## config.mk

```make
export PLATFORM = sky130hd
export DESIGN_NAME = serdes_rx_aligner
export DESIGN_NICKNAME = d
export VERILOG_FILES = /design/src/rtl/serdes_rx_aligner.sv
export SDC_FILE = /design/constraint.sdc
export NUM_CORES = 1
export LEC_CHECK = 0
export CORE_UTILIZATION = 60
export CTS_BUF_LIST = sky130_fd_sc_hd__clkbuf_4
export DETAILED_ROUTE_END_ITERATION = 16
export PLACE_DENSITY_LB_ADDON = 0.3
export SYNTH_ARGS = -nofsm -noshare
export SYNTH_HDL_FRONTEND = slang
export SYNTH_SLANG_ARGS = --single-unit
```

## constraint.sdc

```tcl
create_clock -name rxclk -period 3.8 [get_ports rxclk]
set_input_delay 0.38 -clock rxclk [delete_from_list [all_inputs] [get_ports rxclk]]
set_output_delay 0.38 -clock rxclk [all_outputs]
set_load 0.02 [all_outputs]
```

## src/rtl/serdes_rx_aligner.sv

```systemverilog
// Word aligner for a deserialized lane: finds SYNC_PATTERN at any bit offset of a
// two-word window, qualifies it with repeated hits, then presents aligned words.
module serdes_rx_aligner #(
  parameter int unsigned                DATA_WIDTH   = 8,
  parameter logic [DATA_WIDTH-1:0]      SYNC_PATTERN = DATA_WIDTH'(8'hBC),
  parameter int unsigned                LOCK_COUNT   = 4,
  parameter int unsigned                ERR_COUNT    = 4,
  parameter int unsigned                TIMEOUT_CYC  = 256
) (
  input  logic                          rxclk,
  input  logic                          rx_reset_n,
  input  logic                          enable,
  input  logic                          rx_align,
  input  logic [DATA_WIDTH-1:0]         rx_data_in,
  output logic [DATA_WIDTH-1:0]         rx_data_out,
  output logic                          rx_locked,
  output logic                          rx_valid,
  output logic [$clog2(DATA_WIDTH)-1:0] align_offset
);

  localparam int unsigned OFF_W = $clog2(DATA_WIDTH);
  localparam int unsigned HIT_W = $clog2(LOCK_COUNT + 1);
  localparam int unsigned ERR_W = $clog2(ERR_COUNT + 1);
  localparam int unsigned TMR_W = $clog2(TIMEOUT_CYC + 1);

  localparam logic [HIT_W-1:0] HIT_MAX = HIT_W'(LOCK_COUNT);
  localparam logic [ERR_W-1:0] ERR_MAX = ERR_W'(ERR_COUNT);
  localparam logic [TMR_W-1:0] TMR_MAX = TMR_W'(TIMEOUT_CYC);

  localparam logic [1:0] ST_IDLE   = 2'd0;
  localparam logic [1:0] ST_SEARCH = 2'd1;
  localparam logic [1:0] ST_VERIFY = 2'd2;
  localparam logic [1:0] ST_LOCKED = 2'd3;

  logic [1:0]            state_q, state_d;
  logic [DATA_WIDTH-1:0] cur_q, cur_d;
  logic [DATA_WIDTH-1:0] prev_q, prev_d;
  logic [OFF_W-1:0]      offset_q, offset_d;
  logic [HIT_W-1:0]      hit_cnt_q, hit_cnt_d;
  logic [ERR_W-1:0]      err_cnt_q, err_cnt_d;
  logic [TMR_W-1:0]      timer_q, timer_d;
  logic [DATA_WIDTH-1:0] data_out_q, data_out_d;
  logic                  valid_q, valid_d;
  logic                  locked_q, locked_d;

  logic [DATA_WIDTH-1:0] cand [DATA_WIDTH];
  logic [DATA_WIDTH-1:0] match_vec;
  logic [OFF_W-1:0]      first_idx;
  logic                  any_match;
  logic                  hit_at_off;
  logic [HIT_W-1:0]      hit_inc;
  logic [ERR_W-1:0]      err_inc;
  logic [TMR_W-1:0]      timer_inc;

  // Candidate k is the DATA_WIDTH-bit slice of {cur, prev} starting at bit k.
  always_comb begin
    any_match = 1'b0;
    first_idx = '0;
    for (int k = 0; k < int'(DATA_WIDTH); k++) begin
      cand[k]      = DATA_WIDTH'({cur_q, prev_q} >> k);
      match_vec[k] = (cand[k] == SYNC_PATTERN);
      if (match_vec[k] && !any_match) begin
        any_match = 1'b1;
        first_idx = OFF_W'(k);
      end
    end
  end

  assign hit_at_off = match_vec[offset_q];
  assign hit_inc    = (hit_cnt_q >= HIT_MAX) ? HIT_MAX : hit_cnt_q + HIT_W'(1);
  assign err_inc    = (err_cnt_q >= ERR_MAX) ? ERR_MAX : err_cnt_q + ERR_W'(1);
  assign timer_inc  = (timer_q >= TMR_MAX)   ? TMR_MAX : timer_q + TMR_W'(1);

  always_comb begin
    state_d    = state_q;
    cur_d      = rx_data_in;
    prev_d     = cur_q;
    offset_d   = offset_q;
    hit_cnt_d  = hit_cnt_q;
    err_cnt_d  = err_cnt_q;
    timer_d    = timer_q;
    data_out_d = '0;
    valid_d    = 1'b0;

    if (enable && (state_q == ST_LOCKED)) begin
      data_out_d = cand[offset_q];
      valid_d    = 1'b1;
    end

    // Disabling the lane behaves like a soft reset of the alignment state.
    if (!enable) begin
      state_d   = ST_IDLE;
      offset_d  = '0;
      hit_cnt_d = '0;
      err_cnt_d = '0;
      timer_d   = '0;
    end else begin
      case (state_q)
        ST_IDLE: state_d = ST_SEARCH;
        ST_SEARCH: begin
          if (rx_align && any_match) begin
            offset_d  = first_idx;
            hit_cnt_d = HIT_W'(1);
            err_cnt_d = '0;
            timer_d   = '0;
            state_d   = (LOCK_COUNT == 1) ? ST_LOCKED : ST_VERIFY;
          end
        end
        ST_VERIFY: begin
          if (hit_at_off) begin
            hit_cnt_d = hit_inc;
            timer_d   = '0;
            if (hit_inc == HIT_MAX) begin
              state_d   = ST_LOCKED;
              err_cnt_d = '0;
            end
          end else if (any_match) begin
            state_d   = ST_SEARCH;
            hit_cnt_d = '0;
            timer_d   = '0;
          end else begin
            timer_d = timer_inc;
            if (timer_inc == TMR_MAX) begin
              state_d   = ST_SEARCH;
              hit_cnt_d = '0;
              timer_d   = '0;
            end
          end
        end
        ST_LOCKED: begin
          // Empty windows leave the error count alone; only foreign hits count.
          if (hit_at_off) begin
            err_cnt_d = '0;
          end else if (any_match) begin
            err_cnt_d = err_inc;
            if (err_inc == ERR_MAX) begin
              state_d   = ST_SEARCH;
              err_cnt_d = '0;
              hit_cnt_d = '0;
            end
          end
        end
        default: state_d = ST_IDLE;
      endcase
    end

    locked_d = (state_d == ST_LOCKED);
  end

  always_ff @(posedge rxclk) begin
    if (!rx_reset_n) begin
      state_q    <= ST_IDLE;
      cur_q      <= '0;
      prev_q     <= '0;
      offset_q   <= '0;
      hit_cnt_q  <= '0;
      err_cnt_q  <= '0;
      timer_q    <= '0;
      data_out_q <= '0;
      valid_q    <= 1'b0;
      locked_q   <= 1'b0;
    end else begin
      state_q    <= state_d;
      cur_q      <= cur_d;
      prev_q     <= prev_d;
      offset_q   <= offset_d;
      hit_cnt_q  <= hit_cnt_d;
      err_cnt_q  <= err_cnt_d;
      timer_q    <= timer_d;
      data_out_q <= data_out_d;
      valid_q    <= valid_d;
      locked_q   <= locked_d;
    end
  end

  assign rx_data_out  = data_out_q;
  assign rx_valid     = valid_q;
  assign rx_locked    = locked_q;
  assign align_offset = offset_q;

endmodule

```

==> flow_metrics.env <==
export IMPL_syn_avg_cell_area_sq_um=9.21
export IMPL_synthTopCellsByCount="dfxtp_1 (46), nor2_1 (29), mux2i_1 (21)"
export IMPL_gp_congestion=0.886
export IMPL_p_switching_mw=0.174
export IMPL_core_sq_mm=0.00400
export IMPL_startpoint_type="register"
export IMPL_synth_edf_count=0
export IMPL_vias=2084
export IMPL_drt_iter0_markers=158
export IMPL_synth_seq_cells=46
export IMPL_overflow=0
export IMPL_cp_max_fo=9
export IMPL_clk_latency_ns=0.36
export IMPL_synth_top_area_cell="dfxtp_1"
export IMPL_cts_setup_buffers=0
export IMPL_synthTopCellsByArea="dfxtp_1 (37%), mux2i_1 (8.5%), mux4_2 (7.2%)"
export IMPL_die_area_sq_mm=0.00441
export IMPL_rsz0062_at_grt="no"
export IMPL_rows=23
export IMPL_vias_per_cell=6.13
export IMPL_slowest_delay_ns=0.57
export IMPL_synth_cells=270
export IMPL_holdBufCountCts=0
export IMPL_p_sw_share_pct=22.7
export IMPL_clkTransAtPathRegs_ns=0.12
export IMPL_finClkSkew_ns=0.0100
export IMPL_n_fill_cell=347
export IMPL_drc=0
export IMPL_syn_nets=288
export IMPL_tightest_slew_ns=0.882
export IMPL_cts_tree="yes"
export IMPL_finalWirelength_mm=4.91
export IMPL_crit_required_ns=4.08
export IMPL_ir_drop_mv=0.196
export IMPL_pin_count=25
export IMPL_synth_top_flop_cell="dfxtp_1"
export IMPL_finalHoldViolations=0
export IMPL_fin_nets=307
export IMPL_pwr_share_clk_pct=29.2
export IMPL_crit_chain="and4bb_2, o21ai_0, and3_1, nand4_1, or3b_2, a21oi_1"
export IMPL_hpwl_mm=3.50
export IMPL_crit_path_top_delay_cell="or3b_2"
export IMPL_cts_root_buffer="clkbuf_4"
export IMPL_crit_path_end_kind="register"
export IMPL_grt_pass1_wl_mm=8.09
export IMPL_setup_tns_final_ns=0
export IMPL_drv_slew=0
export IMPL_hp_class="register to register"
export IMPL_syn_area_sq_mm=0.00249
export IMPL_post_drt_wl_per_cell_um=14.4
export IMPL_yosys_area_top_type_share_pct=37.0
export IMPL_start_util_pct=62.2
export IMPL_path_buf_inv=0
export IMPL_p_leak_nw=0.937
export IMPL_finalSetupViolations=0
export IMPL_yosys_cell_count_top_type="dfxtp_1"
export IMPL_path_class="register to register"
export IMPL_grt_antenna_before_repair=0
export IMPL_grt_usage_pct=24.2
export IMPL_grt_max_degree=20
export IMPL_ant_nets=0
export IMPL_power_frac_seq_pct=65.6
export IMPL_whs_ns=0.456
export IMPL_fp_dieH_um=66.4
export IMPL_fin_crit_sh_pct=64.0
export IMPL_power_internal_mw=0.593
export IMPL_numCtsBuffers=5
export IMPL_grt_pass1_vias=1824
export IMPL_drt_pass1_iter_count=5
export IMPL_n_antenna_cell=0
export IMPL_synth_cell_types=49
export IMPL_seq_area_frac_synth_pct=37.0
export IMPL_maxSlewHeadroom_pct=41.1
export IMPL_post_cts_resized=0
export IMPL_cpLargestDelayFamily="simple AND/OR/NAND/NOR gates"
export IMPL_htreeDepth=2
export IMPL_combinationalPowerShare_pct=5.2
export IMPL_synthArstFlopShare_pct=0
export IMPL_die_w_um=66.4
export IMPL_drv_cap=0
export IMPL_clockBufferDepth=2
export IMPL_fin_crit_ns=2.43
export IMPL_powerDensity_mw_per_mm2=274
export IMPL_drive_above_1_share_pct=9.66
export IMPL_crit_arrival_ns=2.71
export IMPL_cts_sinks=46
export IMPL_io_buffers=24
export IMPL_yosys_warnings=0
export IMPL_max_freq_mhz=411
export IMPL_status="completed"
export IMPL_area_delta_synth_final_pct=12.4
worst reg2reg max path, stage by stage (launching register included):
cell and delay, ns:
dfxtp_1 0.47, and4bb_2 0.30, o21ai_0 0.24, and3_1 0.28, nand4_1 0.35, or3b_2 0.57, a21oi_1 0.15
kinds of logic (layout without fill, tap and decap cells):
logic type	after synthesis	in the layout	synth area share (%)
DFF	46	46	37.0
muxes	29	29	15.7
AOI/OAI and AO/OA	47	47	12.4
and+or+nand+nor	116	116	27.6
adders and majority gates	6	6	3.02
buffers and inverters	25	45	3.92
xor gates and xnor gates	1	1	0.352
flip-flops by register name (all words and copies together), names as in the netlist:
signal	cells
rx_locked	1
err_cnt_q	3
hit_cnt_q	3
cur_q	8
rx_data_out	8
rx_valid	1
prev_q	8
state_q	2
align_offset	3
timer_q	9
final timing paths:
kind                            start  cells after the start  slack [ns]                       to
setup / recovery  cur_q[1]$_SDFF_PN0_                      6        1.37  timer_q[3]$_SDFFE_PN0P_
hold / removal    cur_q[7]$_SDFF_PN0_                      1        0.46     prev_q[7]$_SDFF_PN0_
setup reg to reg  cur_q[1]$_SDFF_PN0_                      6        1.37  timer_q[3]$_SDFFE_PN0P_
hold reg to reg   cur_q[7]$_SDFF_PN0_                      1        0.46     prev_q[7]$_SDFF_PN0_
cell type report:
type / instances / area, sq um / area share, %
inverters: 13 / 48.8 / 1.75
clock inverters: 2 / 8.76 / 0.313
flip-flops and latches: 46 / 921 / 32.9
clock buffers: 6 / 45.0 / 1.61
multi-input cells: 199 / 1470 / 52.6
well taps: 50 / 62.6 / 2.24
repair buffers: 24 / 240 / 8.59
power by group through the flow:
stage | Clock [mW] | Sequential [mW] | Combinational (mW)
6_report | 0.224 | 0.503 | 0.0402
5_1_grt | 0.247 | 0.505 | 0.0441
4_1_cts | 0.229 | 0.503 | 0.0405
3_5_place_dp | 0 | 0.514 | 0.0403
3_3_place_gp | 0 | 0.513 | 0.0396
2_1_floorplan | 0 | 0.508 | 0.0265
metal layers:
layer / wire length [um] / global-route usage (%)
met1: 2330 / 31.8
met2: 2220 / 37.1
met3: 231 / 4.83
met4: 130 / 13.3
met5: 0 / 0
per-stage QoR:
stage               worst slack [ns]  power (mW)  util, %  cell area [sq um]  std cells
finish                          1.37       0.767     69.9               2800        340
global route                    1.20       0.796     69.9               2800        340
detailed placement              1.44       0.554     68.5               2740        332
CTS                             1.38       0.772     69.9               2800        340
floorplan                       1.69       0.534        -               2490        270
global placement                1.43       0.553     68.5               2740        332
cell usage in the layout (no fill, tap or decap), drive strengths merged, types with 4 or more instances in the layout:
master	instances
nand3	6
a21oi	17
nand2	15
nand4	5
o21ai	13
nor2	30
mux4	8
nor4	5
inv	13
ha	6
and4bb	4
clkdlybuf4s50	24
dfxtp	46
clkbuf	6
nor3	4
mux2i	21
and2	20
No activity file was read; power rests on OpenSTA's default activity.
